## config.mk

```make
export PLATFORM = sky130hd
export DESIGN_NAME = victim_cache_control_flat
export DESIGN_NICKNAME = d
export VERILOG_FILES = /design/src/rtl/victim_cache_control_if.sv /design/src/rtl/victim_cache_control.sv /design/src/flat_wrapper.sv
export SDC_FILE = /design/constraint.sdc
export NUM_CORES = 1
export LEC_CHECK = 0
export CAP_MARGIN = 20
export CELL_PAD_IN_SITES_DETAIL_PLACEMENT = 0
export CELL_PAD_IN_SITES_GLOBAL_PLACEMENT = 2
export CORE_AREA = 2 2 55 57
export CTS_CLUSTER_DIAMETER = 200
export DETAILED_ROUTE_END_ITERATION = 6
export DIE_AREA = 0 0 57 59
export HOLD_SLACK_MARGIN = 0.15
export PLACE_DENSITY = 0.89
export SYNTH_ARGS = -nofsm -noshare
export SYNTH_HDL_FRONTEND = slang
export SYNTH_SLANG_ARGS = --single-unit
```

## constraint.sdc

```tcl
create_clock -name clk -period 2.7 [get_ports clk]
set_input_delay 0.405 -clock clk [delete_from_list [all_inputs] [get_ports clk]]
set_output_delay 0.405 -clock clk [all_outputs]
set_load 0.005 [all_outputs]
```

## src/rtl/victim_cache_control_if.sv

```systemverilog
// L1-side request/response handshake of the victim cache controller.
// The master is the L1 cache controller. The slave is victim_cache_control.
interface victim_cache_control_if;
  logic mem_read;
  logic mem_write;
  logic mem_resp;

  modport master (
    output mem_read,
    output mem_write,
    input  mem_resp
  );

  modport slave (
    input  mem_read,
    input  mem_write,
    output mem_resp
  );
endinterface

```

## src/rtl/victim_cache_control.sv

```systemverilog
// Control FSM for the 4-entry fully-associative victim cache, with a pmem response watchdog.
// Optional performance counters are enabled by defining VICTIM_PERF_CNT_EN.
module victim_cache_control #(
  parameter int TIMEOUT_W = 8,
  parameter int MAX_WAIT  = 200
) (
  input  logic                   clk,
  input  logic                   reset_n,
  victim_cache_control_if.slave  l1,
  input  logic                   tag_match,
  input  logic                   valid,
  input  logic                   dirty_out,
  input  logic                   pmem_resp,
  output logic                   ld_cache,
  output logic                   ld_data_reg,
  output logic                   miss_get,
  output logic                   pmem_read,
  output logic                   pmem_write,
  output logic                   busy,
  output logic                   pmem_timeout
`ifdef VICTIM_PERF_CNT_EN
  ,
  output logic [15:0]            hit_count,
  output logic [15:0]            miss_count,
  output logic [15:0]            wb_count
`endif
);

  typedef enum logic [2:0] {
    S_IDLE,
    S_HIT,
    S_FETCH,
    S_CAPTURE,
    S_WRITEBACK,
    S_STORE,
    S_DONE
  } state_e;

  typedef struct packed {
    logic resp;
    logic ld_cache;
    logic ld_data_reg;
    logic miss_get;
    logic pmem_read;
    logic pmem_write;
    logic busy;
  } outs_t;

  state_e               state;
  state_e               state_next;
  outs_t                outs;
  logic [TIMEOUT_W-1:0] wait_cnt;
  logic                 in_wait;
  logic                 expire;

  function automatic outs_t decode(input state_e s);
    outs_t o;
    o = '0;
    case (s)
      S_HIT:       begin o.resp = 1'b1; o.ld_cache = 1'b1; end
      S_FETCH:     begin o.pmem_read = 1'b1; o.miss_get = 1'b1; end
      S_CAPTURE:   o.ld_data_reg = 1'b1;
      S_WRITEBACK: o.pmem_write = 1'b1;
      S_STORE:     begin o.resp = 1'b1; o.ld_cache = 1'b1; end
      default:     ;
    endcase
    o.busy = (s != S_IDLE);
    return o;
  endfunction

  assign in_wait = (state == S_FETCH) || (state == S_WRITEBACK);
  // The watchdog fires in the MAX_WAIT-th unanswered wait cycle; a pmem_resp in that cycle wins.
  assign expire  = in_wait && !pmem_resp && (wait_cnt == TIMEOUT_W'(MAX_WAIT - 1));

  always_comb begin
    // NOTE: default assignment first so no path leaves state_next unassigned (no latch).
    state_next = state;
    case (state)
      S_IDLE: begin
        if (l1.mem_write) begin
          if (tag_match && valid)      state_next = S_STORE;
          else if (valid && dirty_out) state_next = S_CAPTURE;
          else                         state_next = S_STORE;
        end else if (l1.mem_read) begin
          if (tag_match && valid)      state_next = S_HIT;
          else                         state_next = S_FETCH;
        end
      end
      S_HIT:       state_next = S_DONE;
      S_FETCH:     if (pmem_resp || expire) state_next = S_DONE;
      S_CAPTURE:   state_next = S_WRITEBACK;
      S_WRITEBACK: begin
        if (pmem_resp)   state_next = S_STORE;
        else if (expire) state_next = S_DONE;
      end
      S_STORE:     state_next = S_DONE;
      S_DONE:      state_next = S_IDLE;
      default:     state_next = S_IDLE;
    endcase
  end

  // Outputs are registered from the next state, so they are glitch-free Moore signals.
  always_ff @(posedge clk or negedge reset_n) begin
    if (!reset_n) begin
      state        <= S_IDLE;
      outs         <= '0;
      wait_cnt     <= '0;
      pmem_timeout <= 1'b0;
    end else begin
      // NOTE: non-blocking assignments keep every register updating from pre-edge values.
      state <= state_next;
      outs  <= decode(state_next);
      if (!in_wait)
        wait_cnt <= '0;
      else if (!pmem_resp && (wait_cnt != '1))
        wait_cnt <= wait_cnt + 1'b1;
      if (expire)
        pmem_timeout <= 1'b1;
    end
  end

  assign l1.mem_resp  = outs.resp || ((state == S_FETCH) && pmem_resp) || expire;
  assign ld_cache     = outs.ld_cache;
  assign ld_data_reg  = outs.ld_data_reg;
  assign miss_get     = outs.miss_get;
  assign pmem_read    = outs.pmem_read;
  assign pmem_write   = outs.pmem_write;
  assign busy         = outs.busy;

`ifdef VICTIM_PERF_CNT_EN
  always_ff @(posedge clk or negedge reset_n) begin
    if (!reset_n) begin
      hit_count  <= '0;
      miss_count <= '0;
      wb_count   <= '0;
    end else begin
      if ((state == S_IDLE) && (state_next == S_HIT) && (hit_count != '1))
        hit_count <= hit_count + 1'b1;
      if ((state == S_IDLE) && (state_next == S_FETCH) && (miss_count != '1))
        miss_count <= miss_count + 1'b1;
      if ((state == S_CAPTURE) && (wb_count != '1))
        wb_count <= wb_count + 1'b1;
    end
  end
`endif

endmodule

```

## src/flat_wrapper.sv

```systemverilog
// flat-port wrapper written by rule: the top's interface ports become plain ports
module victim_cache_control_flat 
#(
  parameter int TIMEOUT_W = 8,
  parameter int MAX_WAIT  = 200
)
  (clk, reset_n, tag_match, valid, dirty_out, pmem_resp, ld_cache, ld_data_reg, miss_get, pmem_read, pmem_write, busy, pmem_timeout, l1_mem_read, l1_mem_write, l1_mem_resp);
  victim_cache_control_if l1_i ();
  input  logic clk;
  input  logic reset_n;
  input  logic tag_match;
  input  logic valid;
  input  logic dirty_out;
  input  logic pmem_resp;
  output logic ld_cache;
  output logic ld_data_reg;
  output logic miss_get;
  output logic pmem_read;
  output logic pmem_write;
  output logic busy;
  output logic pmem_timeout;
  input wire logic [$bits(l1_i.mem_read)-1:0] l1_mem_read;
  input wire logic [$bits(l1_i.mem_write)-1:0] l1_mem_write;
  output wire logic [$bits(l1_i.mem_resp)-1:0] l1_mem_resp;
  assign l1_i.mem_read = l1_mem_read;
  assign l1_i.mem_write = l1_mem_write;
  assign l1_mem_resp = l1_i.mem_resp;
  victim_cache_control #(.TIMEOUT_W(TIMEOUT_W), .MAX_WAIT(MAX_WAIT)) u_core (.clk(clk), .reset_n(reset_n), .l1(l1_i), .tag_match(tag_match), .valid(valid), .dirty_out(dirty_out), .pmem_resp(pmem_resp), .ld_cache(ld_cache), .ld_data_reg(ld_data_reg), .miss_get(miss_get), .pmem_read(pmem_read), .pmem_write(pmem_write), .busy(busy), .pmem_timeout(pmem_timeout));
endmodule
```

==> out/qor.txt <==
outcome: completed
Critical Setup Path Class: flop to primary output
cell count of the worst reg-to-reg path: 5
worst supply voltage drop on vdd: 0.422 mV
Achievable Freq: 393 MHz
Register-to-Register Setup Slack: 0.94 ns
unrepaired setup endpoints after global routing: false
share of synthesized area occupied by flip-flops and latches: 0.474
critical path, cell by cell: ha_2 -> and3b_1 -> a31oi_1 -> o22a_1 -> o21bai_1 -> clkdlybuf4s50_1
Yosys top cell area share: 0.474
Final #Nets: 114
via total after detailed routing: 702
library cell with the highest instance count after synthesis: sky130_fd_sc_hd__dfrtp_1
Syn Nets: 96
final worst slack: 0.158 ns
Critical Path Max Stage Delay: 0.51 ns
DRC violations left: 0
Hold WC Path Type: flop to flop
number of buffers on the longest clock path: 2
CTS Buf Count: 3
total routing usage reported by global routing: 0.122
# diodes: 0
clock root buffer: sky130_fd_sc_hd__clkbuf_4
synthesized cell area: 897 sq um
Die Footprint: 0.00336 sq mm
dominant synthesized flop cell: sky130_fd_sc_hd__dfrtp_1
number of iterations in the first detailed-routing pass: 4
width of the chip: 57 um
proportion of layout cells with a drive suffix above 1: 0.106
Worst R2R Start: u_core.wait_cnt[0]$_DFFE_PN0P_
wirelength, routed: 1.80 mm
global-route wire length before repair: 3.13 mm
final count of pins violating max slew: 0
antenna violations before repair: 0
count of hold-fix buffers inserted at cts: 0
starting utilization of the core area: 0.331
Post-Syn Instances: 87
period utilization: 0.941
most frequent cells after synthesis: 17 x sky130_fd_sc_hd__dfrtp_1, 8 x sky130_fd_sc_hd__nor2_1, 5 x sky130_fd_sc_hd__inv_1
number of input and output port buffers inserted: 15
count of non-filler cells in the finished layout: 135
I/O pins: 16
Worst Skew: 0.000732 ns
Unique masters post-synth: 36
via count normalized by instance count: 5.20
max_slew headroom: 0.481
Std-Cell Rows: 19
Min Clock Period, post-route: 2.54 ns
area of the core region: 0.00271 sq mm
Clock Pin Slew Worst Setup and Hold Paths: 0.10 ns
Worst-Margin Slew: 0.776 ns
die height: 59 um
sequential cell area: 425 sq um
Multi-input gate area: 433 sq um
leading post-synthesis cells by cell area: sky130_fd_sc_hd__dfrtp_1 47%, sky130_fd_sc_hd__xnor2_1 3.9%, sky130_fd_sc_hd__nor2_1 3.3%, sky130_fd_sc_hd__a311oi_1 2.9%, sky130_fd_sc_hd__a21oi_1 2.2%
total power divided by cell area: 751 mW/mm^2
largest registers: u_core.wait_cnt x8, u_core.state x3
average instance area after synthesis: 10.3 sq um
critical path peak fanout: 4
Worst EP required: 2.30 ns
DPL Wire Length: 1.30 mm
minimum hold slack: 0.497 ns
Largest Register: u_core.wait_cnt
DRT iter0 DRCs: 25
clock latency reported for the late side of the worst-skew pair: 0.28 ns
antenna viol nets, final: 0
Data arrival, critical path: 2.14 ns
met3 layer wire length in the routed design: 54 um
flip-flop count of the largest register after layout: 8
CP endpoint kind: primary output
CTS tree: done
leakage power figure: 0.459 nW
# clock sinks: 17
number of global-route vias before repair: 693
final RePlAce weighted congestion: 0.740
final hold violations: 0
Resize count post-CTS: 0
setup slack at placement: 0.162 ns
Worst Setup Start Kind: flop
count of endpoints failing setup in the final report: 0
critical register-to-register path endpoint: u_core.busy$_DFF_PN0_
Post-synth EDFFs: 0
placed cell count: 131
Routed WL per cell: 13.4 um
share of async-settable or async-resettable flops after synthesis: 1.00
Synth area leader: sky130_fd_sc_hd__dfrtp_1
top layer reached by signal wires: met4
Layout area overhead: 23.2%
GRT Residual Overflow: 0
Critical Path Slowest Stage Cell: sky130_fd_sc_hd__clkdlybuf4s50_1
total number of H-tree levels: 1
Largest delay share family, worst path: buffers and inverters
Seq cells post-synth: 17
post-layout util: 0.408
crit path to: l1_mem_resp
warnings from Yosys: 0
Max-cap violations: 0
crit path launch: u_core.wait_cnt[0]$_DFFE_PN0P_
number of fill cells: 278
post-route setup TNS: 0 ns
met2 wire length: 814 um
Met1 Wirelength: 907 um
Buf+Inv Stages, Crit Path: 1
pin count of the biggest net entering global routing: 18
logic depth of the worst setup path including buffers: 6
buffers inserted by post-CTS timing repair: 0
how the worst min path moves through the flow:
| stage | slack [ns] | to | cells past startpoint | from |
|---|---|---|---|---|
| after global routing | 0.54 | u_core.pmem_timeout$_DFFE_PN0P_ | 1 | u_core.pmem_timeout$_DFFE_PN0P_ |
| final | 0.50 | u_core.pmem_timeout$_DFFE_PN0P_ | 1 | u_core.pmem_timeout$_DFFE_PN0P_ |
| after detailed placement | 0.47 | u_core.pmem_timeout$_DFFE_PN0P_ | 1 | u_core.pmem_timeout$_DFFE_PN0P_ |
| after floorplan | 0.11 | u_core.busy$_DFF_PN0_ | 0 | reset_n |
| after global placement | 0.46 | u_core.pmem_timeout$_DFFE_PN0P_ | 1 | u_core.pmem_timeout$_DFFE_PN0P_ |
| after CTS | 0.51 | u_core.pmem_timeout$_DFFE_PN0P_ | 1 | u_core.pmem_timeout$_DFFE_PN0P_ |
power by group:
group | switching [W] | internal, W | leakage [nW]
Combinational | 0.000162 | 0.000167 | 0.218
Sequential | 0.0000565 | 0.000311 | 0.224
Clock | 0.0000773 | 0.0000549 | 0.0177
Total | 0.000296 | 0.000533 | 0.459
layer usage:
metal,up-vias,GRT usage
li1,350,-
met1,342,0.165
met2,8,0.184
met3,2,0.0175
met4,0,0.0797
met5,-,0
metrics by stage:
step | total power (W) | instance area (sq um)
6_report | 0.000829 | 1100
5_1_grt | 0.000899 | 1100
4_1_cts | 0.000844 | 1100
3_5_place_dp | 0.000704 | 1070
3_3_place_gp | 0.000697 | 1070
2_1_floorplan | 0.000572 | 897
area by class of cell:
cell class                      instances  share of cell area
Clock inverter                          1             0.00453
Timing Repair Buffer                   16               0.143
Multi-Input combinational cell         61               0.392
Sequential cell                        17               0.385
Tap cell                               31              0.0351
Inverter                                6              0.0204
Clock buffer                            3              0.0204
cells in the final DEF, fill, tap and decap left out, types with 2 or more instances in the layout:
| cell type | Yosys | routed |
|---|---|---|
| sky130_fd_sc_hd__dfrtp_1 | 17 | 17 |
| sky130_fd_sc_hd__and3_1 | 2 | 2 |
| sky130_fd_sc_hd__clkbuf_4 | 0 | 3 |
| sky130_fd_sc_hd__inv_1 | 5 | 5 |
| sky130_fd_sc_hd__clkdlybuf4s50_1 | 0 | 15 |
| sky130_fd_sc_hd__nor3b_1 | 2 | 2 |
| sky130_fd_sc_hd__a311oi_1 | 3 | 3 |
| sky130_fd_sc_hd__or3_1 | 2 | 2 |
| sky130_fd_sc_hd__a21oi_1 | 4 | 4 |
| sky130_fd_sc_hd__a31oi_1 | 3 | 3 |
| sky130_fd_sc_hd__nand4b_1 | 2 | 2 |
| sky130_fd_sc_hd__and2_1 | 2 | 2 |
| sky130_fd_sc_hd__o21bai_1 | 2 | 2 |
| sky130_fd_sc_hd__nand2b_1 | 2 | 2 |
| sky130_fd_sc_hd__nor3_1 | 4 | 4 |
| sky130_fd_sc_hd__nand2_1 | 3 | 3 |
| sky130_fd_sc_hd__nand3b_1 | 2 | 2 |
| sky130_fd_sc_hd__xnor2_1 | 4 | 4 |
| sky130_fd_sc_hd__nor2_1 | 8 | 8 |
cell families after synthesis:
logic type / Yosys count / synth area share
simple gates: 36 / 0.243
compound gates: 18 / 0.163
flops: 17 / 0.474
buf+inv: 9 / 0.0460
xor+xnor: 5 / 0.0488
mux: 1 / 0.0112
fa+ha+maj: 1 / 0.0139
Note: power is estimated with default switching activity, not from simulation.
